## config.mk

```make
export PLATFORM = sky130hd
export DESIGN_NAME = bram_fifo_ctrl
export DESIGN_NICKNAME = d
export VERILOG_FILES = /design/src/rtl/bram_fifo_pkg.sv /design/src/rtl/fifo_out_skid.sv /design/src/rtl/bram_fifo_ctrl.sv
export SDC_FILE = /design/constraint.sdc
export NUM_CORES = 1
export LEC_CHECK = 0
export CAP_MARGIN = 15
export CORE_MARGIN = 10
export CORE_UTILIZATION = 46
export DETAILED_ROUTE_END_ITERATION = 8
export MAX_ROUTING_LAYER = met4
export PLACE_DENSITY = 0.77
export SLEW_MARGIN = 10
export SYNTH_ARGS = -nofsm -noshare
export SYNTH_HDL_FRONTEND = slang
export SYNTH_HIERARCHICAL = 1
export SYNTH_SLANG_ARGS = --single-unit
```

## constraint.sdc

```tcl
create_clock -name clk -period 4.1 [get_ports clk]
set_input_delay 0.41 -clock clk [delete_from_list [all_inputs] [get_ports clk]]
set_output_delay 0.41 -clock clk [all_outputs]
set_load 0.02 [all_outputs]
```

## src/rtl/bram_fifo_pkg.sv

```systemverilog
// Shared geometry and output-stage state encoding for the BRAM-backed FIFO.
package bram_fifo_pkg;

    localparam int unsigned DW    = 16;
    localparam int unsigned AW    = 10;
    localparam int unsigned DEPTH = 2 ** AW;

    typedef enum logic [1:0] {
        ST_EMPTY = 2'd0,
        ST_ONE   = 2'd1,
        ST_TWO   = 2'd2
    } skid_state_t;

endpackage

```

## src/rtl/fifo_out_skid.sv

```systemverilog
// Two-entry output skid buffer: absorbs the one-cycle BRAM read latency so
// the master interface can stream a word every cycle.
module fifo_out_skid
    import bram_fifo_pkg::*;
#(
    parameter int unsigned DW = bram_fifo_pkg::DW
) (
    input  logic          clk,
    input  logic          rst,
    input  logic          capture,
    input  logic [DW-1:0] cap_data,
    input  logic          pop,
    output logic          m_valid,
    output logic [DW-1:0] m_data,
    output logic [1:0]    occ
);

    skid_state_t   state;
    logic [DW-1:0] head;
    logic [DW-1:0] second;

    always_ff @(posedge clk) begin
        if (rst) begin
            state   <= ST_EMPTY;
            m_valid <= 1'b0;
            occ     <= 2'd0;
        end else begin
            unique case (state)
                ST_EMPTY: begin
                    if (capture) begin
                        head    <= cap_data;
                        state   <= ST_ONE;
                        m_valid <= 1'b1;
                        occ     <= 2'd1;
                    end
                end
                ST_ONE: begin
                    if (capture && pop) begin
                        head <= cap_data;
                    end else if (capture) begin
                        second <= cap_data;
                        state  <= ST_TWO;
                        occ    <= 2'd2;
                    end else if (pop) begin
                        state   <= ST_EMPTY;
                        m_valid <= 1'b0;
                        occ     <= 2'd0;
                    end
                end
                ST_TWO: begin
                    if (pop) begin
                        head  <= second;
                        state <= ST_ONE;
                        occ   <= 2'd1;
                    end
                end
                default: begin
                    state   <= ST_EMPTY;
                    m_valid <= 1'b0;
                    occ     <= 2'd0;
                end
            endcase
        end
    end

    assign m_data = head;

    // The issue rule never lets a read land while both entries are occupied.
    a_no_capture_in_two: assert property (@(posedge clk) disable iff (rst)
        !(capture && state == ST_TWO));

endmodule

```

## src/rtl/bram_fifo_ctrl.sv

```systemverilog
// Streaming FIFO over a true dual-port BRAM: port A writes, port B prefetches
// into a 2-entry skid buffer for full-rate valid/ready output.
module bram_fifo_ctrl
    import bram_fifo_pkg::*;
#(
    parameter int unsigned DW = bram_fifo_pkg::DW,
    parameter int unsigned AW = bram_fifo_pkg::AW
) (
    input  logic          clk,
    input  logic          rst,
    input  logic          s_valid,
    output logic          s_ready,
    input  logic [DW-1:0] s_data,
    output logic          m_valid,
    input  logic          m_ready,
    output logic [DW-1:0] m_data,
    output logic [AW+1:0] level,
    output logic          ram_wrena,
    output logic [AW-1:0] ram_addra,
    output logic [DW-1:0] ram_dina,
    output logic          ram_rdena,
    output logic          ram_wrenb,
    output logic [DW-1:0] ram_dinb,
    output logic          ram_rdenb,
    output logic [AW-1:0] ram_addrb,
    input  logic [DW-1:0] ram_doutb
);

    localparam logic [AW:0] FULL_COUNT = {1'b1, {AW{1'b0}}};

    logic [AW-1:0] wptr;
    logic [AW-1:0] rptr;
    logic [AW:0]   ram_count;
    logic          inflight;
    logic [1:0]    occ;
    logic          push;
    logic          pop;
    logic          issue;

    // ram_count never exceeds the depth, so "!= full" is "< depth".
    assign s_ready = !rst && (ram_count != FULL_COUNT);
    assign push    = s_valid && s_ready;
    assign pop     = m_valid && m_ready;
    // occ + inflight - pop < 2, rearranged to avoid a negative intermediate.
    assign issue   = !rst && (ram_count != '0)
                     && (({1'b0, occ} + {2'b00, inflight}) < (3'd2 + {2'b00, pop}));

    assign ram_wrena = push;
    assign ram_addra = wptr;
    assign ram_dina  = s_data;
    assign ram_rdena = 1'b0;
    assign ram_wrenb = 1'b0;
    assign ram_dinb  = '0;
    assign ram_rdenb = issue;
    assign ram_addrb = rptr;

    assign level = {1'b0, ram_count} + {{(AW+1){1'b0}}, inflight} + {{AW{1'b0}}, occ};

    always_ff @(posedge clk) begin
        if (rst) begin
            wptr      <= '0;
            rptr      <= '0;
            ram_count <= '0;
            inflight  <= 1'b0;
        end else begin
            if (push) wptr <= wptr + 1'b1;
            if (issue) rptr <= rptr + 1'b1;
            unique case ({push, issue})
                2'b10:   ram_count <= ram_count + 1'b1;
                2'b01:   ram_count <= ram_count - 1'b1;
                default: ram_count <= ram_count;
            endcase
            inflight <= issue;
        end
    end

    fifo_out_skid #(
        .DW(DW)
    ) u_skid (
        .clk      (clk),
        .rst      (rst),
        .capture  (inflight),
        .cap_data (ram_doutb),
        .pop      (pop),
        .m_valid  (m_valid),
        .m_data   (m_data),
        .occ      (occ)
    );

    a_no_collision: assert property (@(posedge clk) disable iff (rst)
        !(ram_wrena && ram_rdenb && (ram_addra == ram_addrb)));

endmodule

```

* Yosys cells after proc, flatten, opt, wreduce, memory -nomap -nowiden
Index checks and enable logic that the tools add are counted.
** Storage, ports and cells
- Register bits :: 67
- Bits of input ports :: 36
** Operators by class
- Add/subtract/negate cells :: 8
- Bitwise operators :: 3
- Multiplexer cells :: 16
- Reduce and logical (&&, ||, !) cells :: 15
- $lt $le $gt $ge :: 1
- Eq/ne operators :: 12
** Operators with widths (count)
- $mux 16 :: 3
- $pmux 16 s3 :: 1
- $pmux 11 s2 :: 1
- $add 10x1->10 const B :: 2
- $add 11x1->12 :: 1
- $add 12x2->12 :: 1
- $add 11x1->11 const B :: 1
- $ne 11x11->1 const B :: 1
- $reduce_bool 11->1 :: 1
- $sub 11x1->11 const B :: 1
- $mux 2 :: 5
- $ne 2x2->1 const B :: 5
- $reduce_and 5->1 :: 2
- $reduce_and 4->1 :: 2
- $logic_and 1x1->1 :: 6
- $pmux 2 s3 :: 1
- $eq 2x1->1 const B :: 2
- $eq 2x2->1 const B :: 2
- $mux 1 :: 4
- $add 2x1->3 :: 1
- $add 2x1->3 const A :: 1
- $lt 3x3->1 :: 1
- $ne 3x3->1 const B :: 1
- $not 1->1 :: 3
- other kinds (6) :: 6

* Longest topological paths before layout
- Depth in word-level cells :: 6
- Gate-level depth with buffers :: 13

* Hierarchy
The synthesis kept the hierarchy.
** Modules (own cells, without submodules)
- bram_fifo_ctrl :: cells an instance 275, sequential area each 640.6 µm², area an instance 2353.5 µm², instances 1
- fifo_out_skid :: cells an instance 68, sequential area each 1021.0 µm², area an instance 1365.1 µm², instances 1

* Least setup slack after synthesis
Ideal clock, no wire load.
- Path kind :: reg-to-reg
- From :: register ram_count[6]
- To :: register ram_count[10]
- Cell stages (with the launch flop) :: 14
- Data required time :: 3.977 ns
- Data arrival time :: 3.164 ns
- Path slack :: 0.813 ns
- Cells stage by stage :: dfxtp_1 -> buf_6 -> nor4_4 -> nand3_2 -> o211a_1 -> buf_6 -> ha_1 -> ha_1 -> a21o_1 -> a21oi_2 -> o21ai_2 -> a221oi_2 -> mux2i_1 -> mux2_1
** Between the ends
- Cells in the longest elaborated chain, start to end :: 5
** RTL lines
- start: declaration :: RTL line bram_fifo_ctrl.sv:33 : logic [AW:0] ram_count;
- start signal: assignment :: RTL line bram_fifo_ctrl.sv:69 : 2'b10: ram_count <= ram_count + 1'b1;
- start signal: assignment :: RTL line bram_fifo_ctrl.sv:70 : 2'b01: ram_count <= ram_count - 1'b1;
- start signal: assignment :: RTL line bram_fifo_ctrl.sv:71 : default: ram_count <= ram_count;
- $reduce_bool 11->1 (*) :: RTL line bram_fifo_ctrl.sv:45 : assign issue = !rst && (ram_count != '0)
- $logic_and 1x1->1 (*) :: RTL line bram_fifo_ctrl.sv:45
- $logic_and 1x1->1 (*) :: RTL line bram_fifo_ctrl.sv:46 : && (({1'b0, occ} + {2'b00, inflight}) < (3'd2 + {2'b00, pop}));
- named net ram_rdenb :: RTL line bram_fifo_ctrl.sv:24 : output logic ram_rdenb,
- $eq 2x1->1 / $eq 2x2->1 (equally long branches) :: RTL line bram_fifo_ctrl.sv:68 : unique case ({push, issue})
- $pmux 11 s2 / $reduce_bool 2->1 (equally long branches)
Mark *: on every way through the listed nets, which the timed path passes. The rest lies on a longest branch.
A chain may end at the register's enable or synchronous reset.

* Worst setup path in the final report
- From :: register ram_count[0]
- To :: output port level[10]
** Between the ends
- Cells in the longest elaborated chain, start to end :: 2
** RTL lines
- $add 11x1->12 :: RTL line bram_fifo_ctrl.sv:57 : assign level = {1'b0, ram_count} + {{(AW+1){1'b0}}, inflight} + {{AW{1'b0}}, occ};
- $add 12x2->12 :: RTL line bram_fifo_ctrl.sv:57
- end: declaration :: RTL line bram_fifo_ctrl.sv:17 : output logic [AW+1:0] level,
Every way passes these cells.

==> flow_summary.json <==
{
  "finalHoldViolCount": 0,
  "crit_arrival_ns": 3.12,
  "n_antenna_cell": 0,
  "yosysWarnings": 6,
  "crit_fanout": 5,
  "max_slew_margin": 0.250,
  "final_common_cell": "clkdlybuf4s50_1",
  "finalNonFillerCells": 510,
  "dp.cells": 494,
  "critPathTopFamily": "buffers and inverters",
  "row_count": 32,
  "antenna_found_initial": 0,
  "vias": 2572,
  "dieArea_mm2": 0.0121,
  "p_leak_nw": 1.82,
  "synth_top_family_by_area": "simple AND/OR/NAND/NOR gates",
  "cts_root_buffer": "clkbuf_8",
  "num-nets-final": 457,
  "clk_latency_ns": 0.33,
  "final_cell_mix": "71 x clkdlybuf4s50_1, 39 x nor2_1, 35 x dfxtp_1, 32 x edfxtp_1, 22 x xor2_1",
  "synthSimpleGateAreaFrac": 0.145,
  "htree_num_levels": 3,
  "worst-path-buf-inv": 3,
  "rrSetupSlack_ns": 0.64,
  "ys_seq_area_frac": 0.447,
  "grt_overflow_total": 0,
  "grt_max_degree": 30,
  "portBuffers": 71,
  "clock_path_buffers": 2,
  "cp_slowest_stage_delay_ns": 0.63,
  "setup-tns-final_ns": 0,
  "start_util": 0.476,
  "path_clk_slew_ns": 0.07,
  "die_height_um": 110,
  "grt_pass1_vias": 2590,
  "first_iter_violations": 51,
  "fmax_mhz": 284,
  "post_cts_resized": 0,
  "core_mm2": 0.00781,
  "synth_compound_gate_area_share": 0.0838,
  "period_share": 0.860,
  "power_density_mw_per_mm2": 607,
  "netlist_area_mm2": 0.00372,
  "synth_cells": 343,
  "grtUsageTotal": 0.134,
  "rsz0062_at_grt": "false",
  "gp_congestion": 0.851,
  "synth.distinct_cells": 53,
  "synth-edff-count": 32,
  "setup_viol": 0,
  "wl_per_cell_um": 15.5,
  "ctsHoldBuffers": 0,
  "totalWireLength_um": 7910,
  "grt_first_pass_wirelength_um": 12600,
  "yosys.area.top_type": "edfxtp_1",
  "cts_tree": "yes",
  "syn_to_final_growth_pct": 22.1,
  "cp_cell_sequence": "inv_1, fa_1, inv_1, fa_1, and3_1, nand3_1, nor2_1, nand3_1, xnor2_1, clkdlybuf4s50_1",
  "drive_above_1_share": 0.123,
  "max-vdd-ir-drop_v": 0.000322,
  "end_kind": "output pin",
  "fin_worst_skew_ns": 0.00806,
  "drv_cap": 0,
  "synth_area_leaders": "edfxtp_1 26%, dfxtp_1 19%, buf_4 7.1%, xor2_1 5.2%, ha_1 5.0%",
  "synthAdderAreaFrac": 0.0666,
  "cts.sinks": 67,
  "synth_xor_area_frac": 0.0801,
  "min_path_type": "flop to flop",
  "drc": 0,
  "crit_slowest_cell": "clkdlybuf4s50_1",
  "hpwlAfterDp_um": 6080,
  "outcome": "finished, final reports clean",
  "seqCellArea_mm2": 0.00166,
  "die_x_um": 110,
  "boundaryPins": 122,
  "filler_cell_count": 702,
  "fin_crit_ns": 3.53,
  "avgViaCountPerCell": 5.04,
  "muxShareOfSynthArea": 0.0713,
  "dr.pass1.iters": 4,
  "cts_buffers": 9,
  "async_reset_ff_frac": 0,
  "worst-setup-path-type": "flop to output pin",
  "synth_top_area_share": 0.258,
  "multi_input_area_mm2": 0.00174,
  "post-cts-setup-buffers": 0,
  "ys_ff_latch": 67,
  "ys.flop_type": "dfxtp_1",
  "worstMarginPinSlew_ns": 1.12,
  "syn_area_per_cell_um2": 10.8,
  "critPathLaunchType": "flop",
  "ant_nets": 0,
  "final_max_slew_viol_count": 0,
  "crit_required_ns": 3.69
}
[power breakdown]
| group | internal, W | leakage (nW) | switching, W |
|---|---|---|---|
| logic | 0.000556 | 1.14 | 0.000664 |
| clock network | 0.000341 | 0.103 | 0.000236 |
| registers | 0.000820 | 0.577 | 0.000137 |
[per-stage QoR]
stage | instance area (um^2) | util | worst slack [ns] | hold WS [ns] | power (W)
3_3_place_gp | 4330 | 0.555 | 0.562 | 0.496 | 0.00217
4_1_cts | 4540 | 0.582 | 0.508 | 0.520 | 0.00279
5_1_grt | 4540 | 0.582 | 0.327 | 0.557 | 0.00295
6_report | 4540 | 0.582 | 0.573 | 0.519 | 0.00275
3_5_place_dp | 4330 | 0.555 | 0.480 | 0.505 | 0.00220
2_1_floorplan | 3780 | - | 0.813 | 0.479 | 0.00185
[cell type report]
class,count,area share
multi-input combinational,234,0.382
clock inverter,5,0.0171
timing repair buffer,77,0.166
clock buffer,11,0.0289
inverter,14,0.0116
tap,102,0.0281
sequential,67,0.366
[sequential cells by signal (all words and copies together), names as in the netlist]
register,flops
u_skid/m_data,16
inflight,1
ram_count,11
u_skid/state,2
ram_addrb,10
ram_addra,10
u_skid/second,16
u_skid/m_valid,1
[cells in the mapped netlist (8+ instances only)]
cell type	number
xor2_1	22
nor2_1	39
dfxtp_1	35
a21oi_1	11
nand4_1	13
nand2_1	14
buf_4	35
ha_1	15
nand3_1	8
xnor2_1	12
mux2_4	9
edfxtp_1	32
inv_1	14
[worst register-to-register path: cells and delay by family, from the launching register on]
family | cells | cell delay (ns)
flops | 1 | 0.46
compound gates | 6 | 1.05
fa+ha+maj | 4 | 1.29
mux | 2 | 0.55
[path summary, 6_finish.rpt]
kind / end / depth (start not counted) / startpoint
worst min-delay path: ram_addra[1] / 2 / ram_addra[1]
worst max register to register: ram_count[10] / 12 / u_skid/state[0]
worst max-delay path: level[10] / 10 / ram_count[0]
worst min register to register: ram_addra[1] / 2 / ram_addra[1]
[per-layer routing]
layer	vias to the layer above	GRT usage	routed length (um)
met5	-	-	0
met4	0	0.0381	74
met3	12	0.0369	482
met2	69	0.224	3960
met1	1223	0.155	3400
li1	1268	-	-
[kinds of logic after synthesis]
kind of cell	Yosys count
AO/OA/AOI/OAI	42
flip-flops	67
AND/OR/NAND/NOR	101
buffers and inverters	59
multiplexers	21
XOR/XNOR	34
other	1
adder cells (fa/ha/maj)	18
Note: power is estimated with default switching activity, not from simulation.
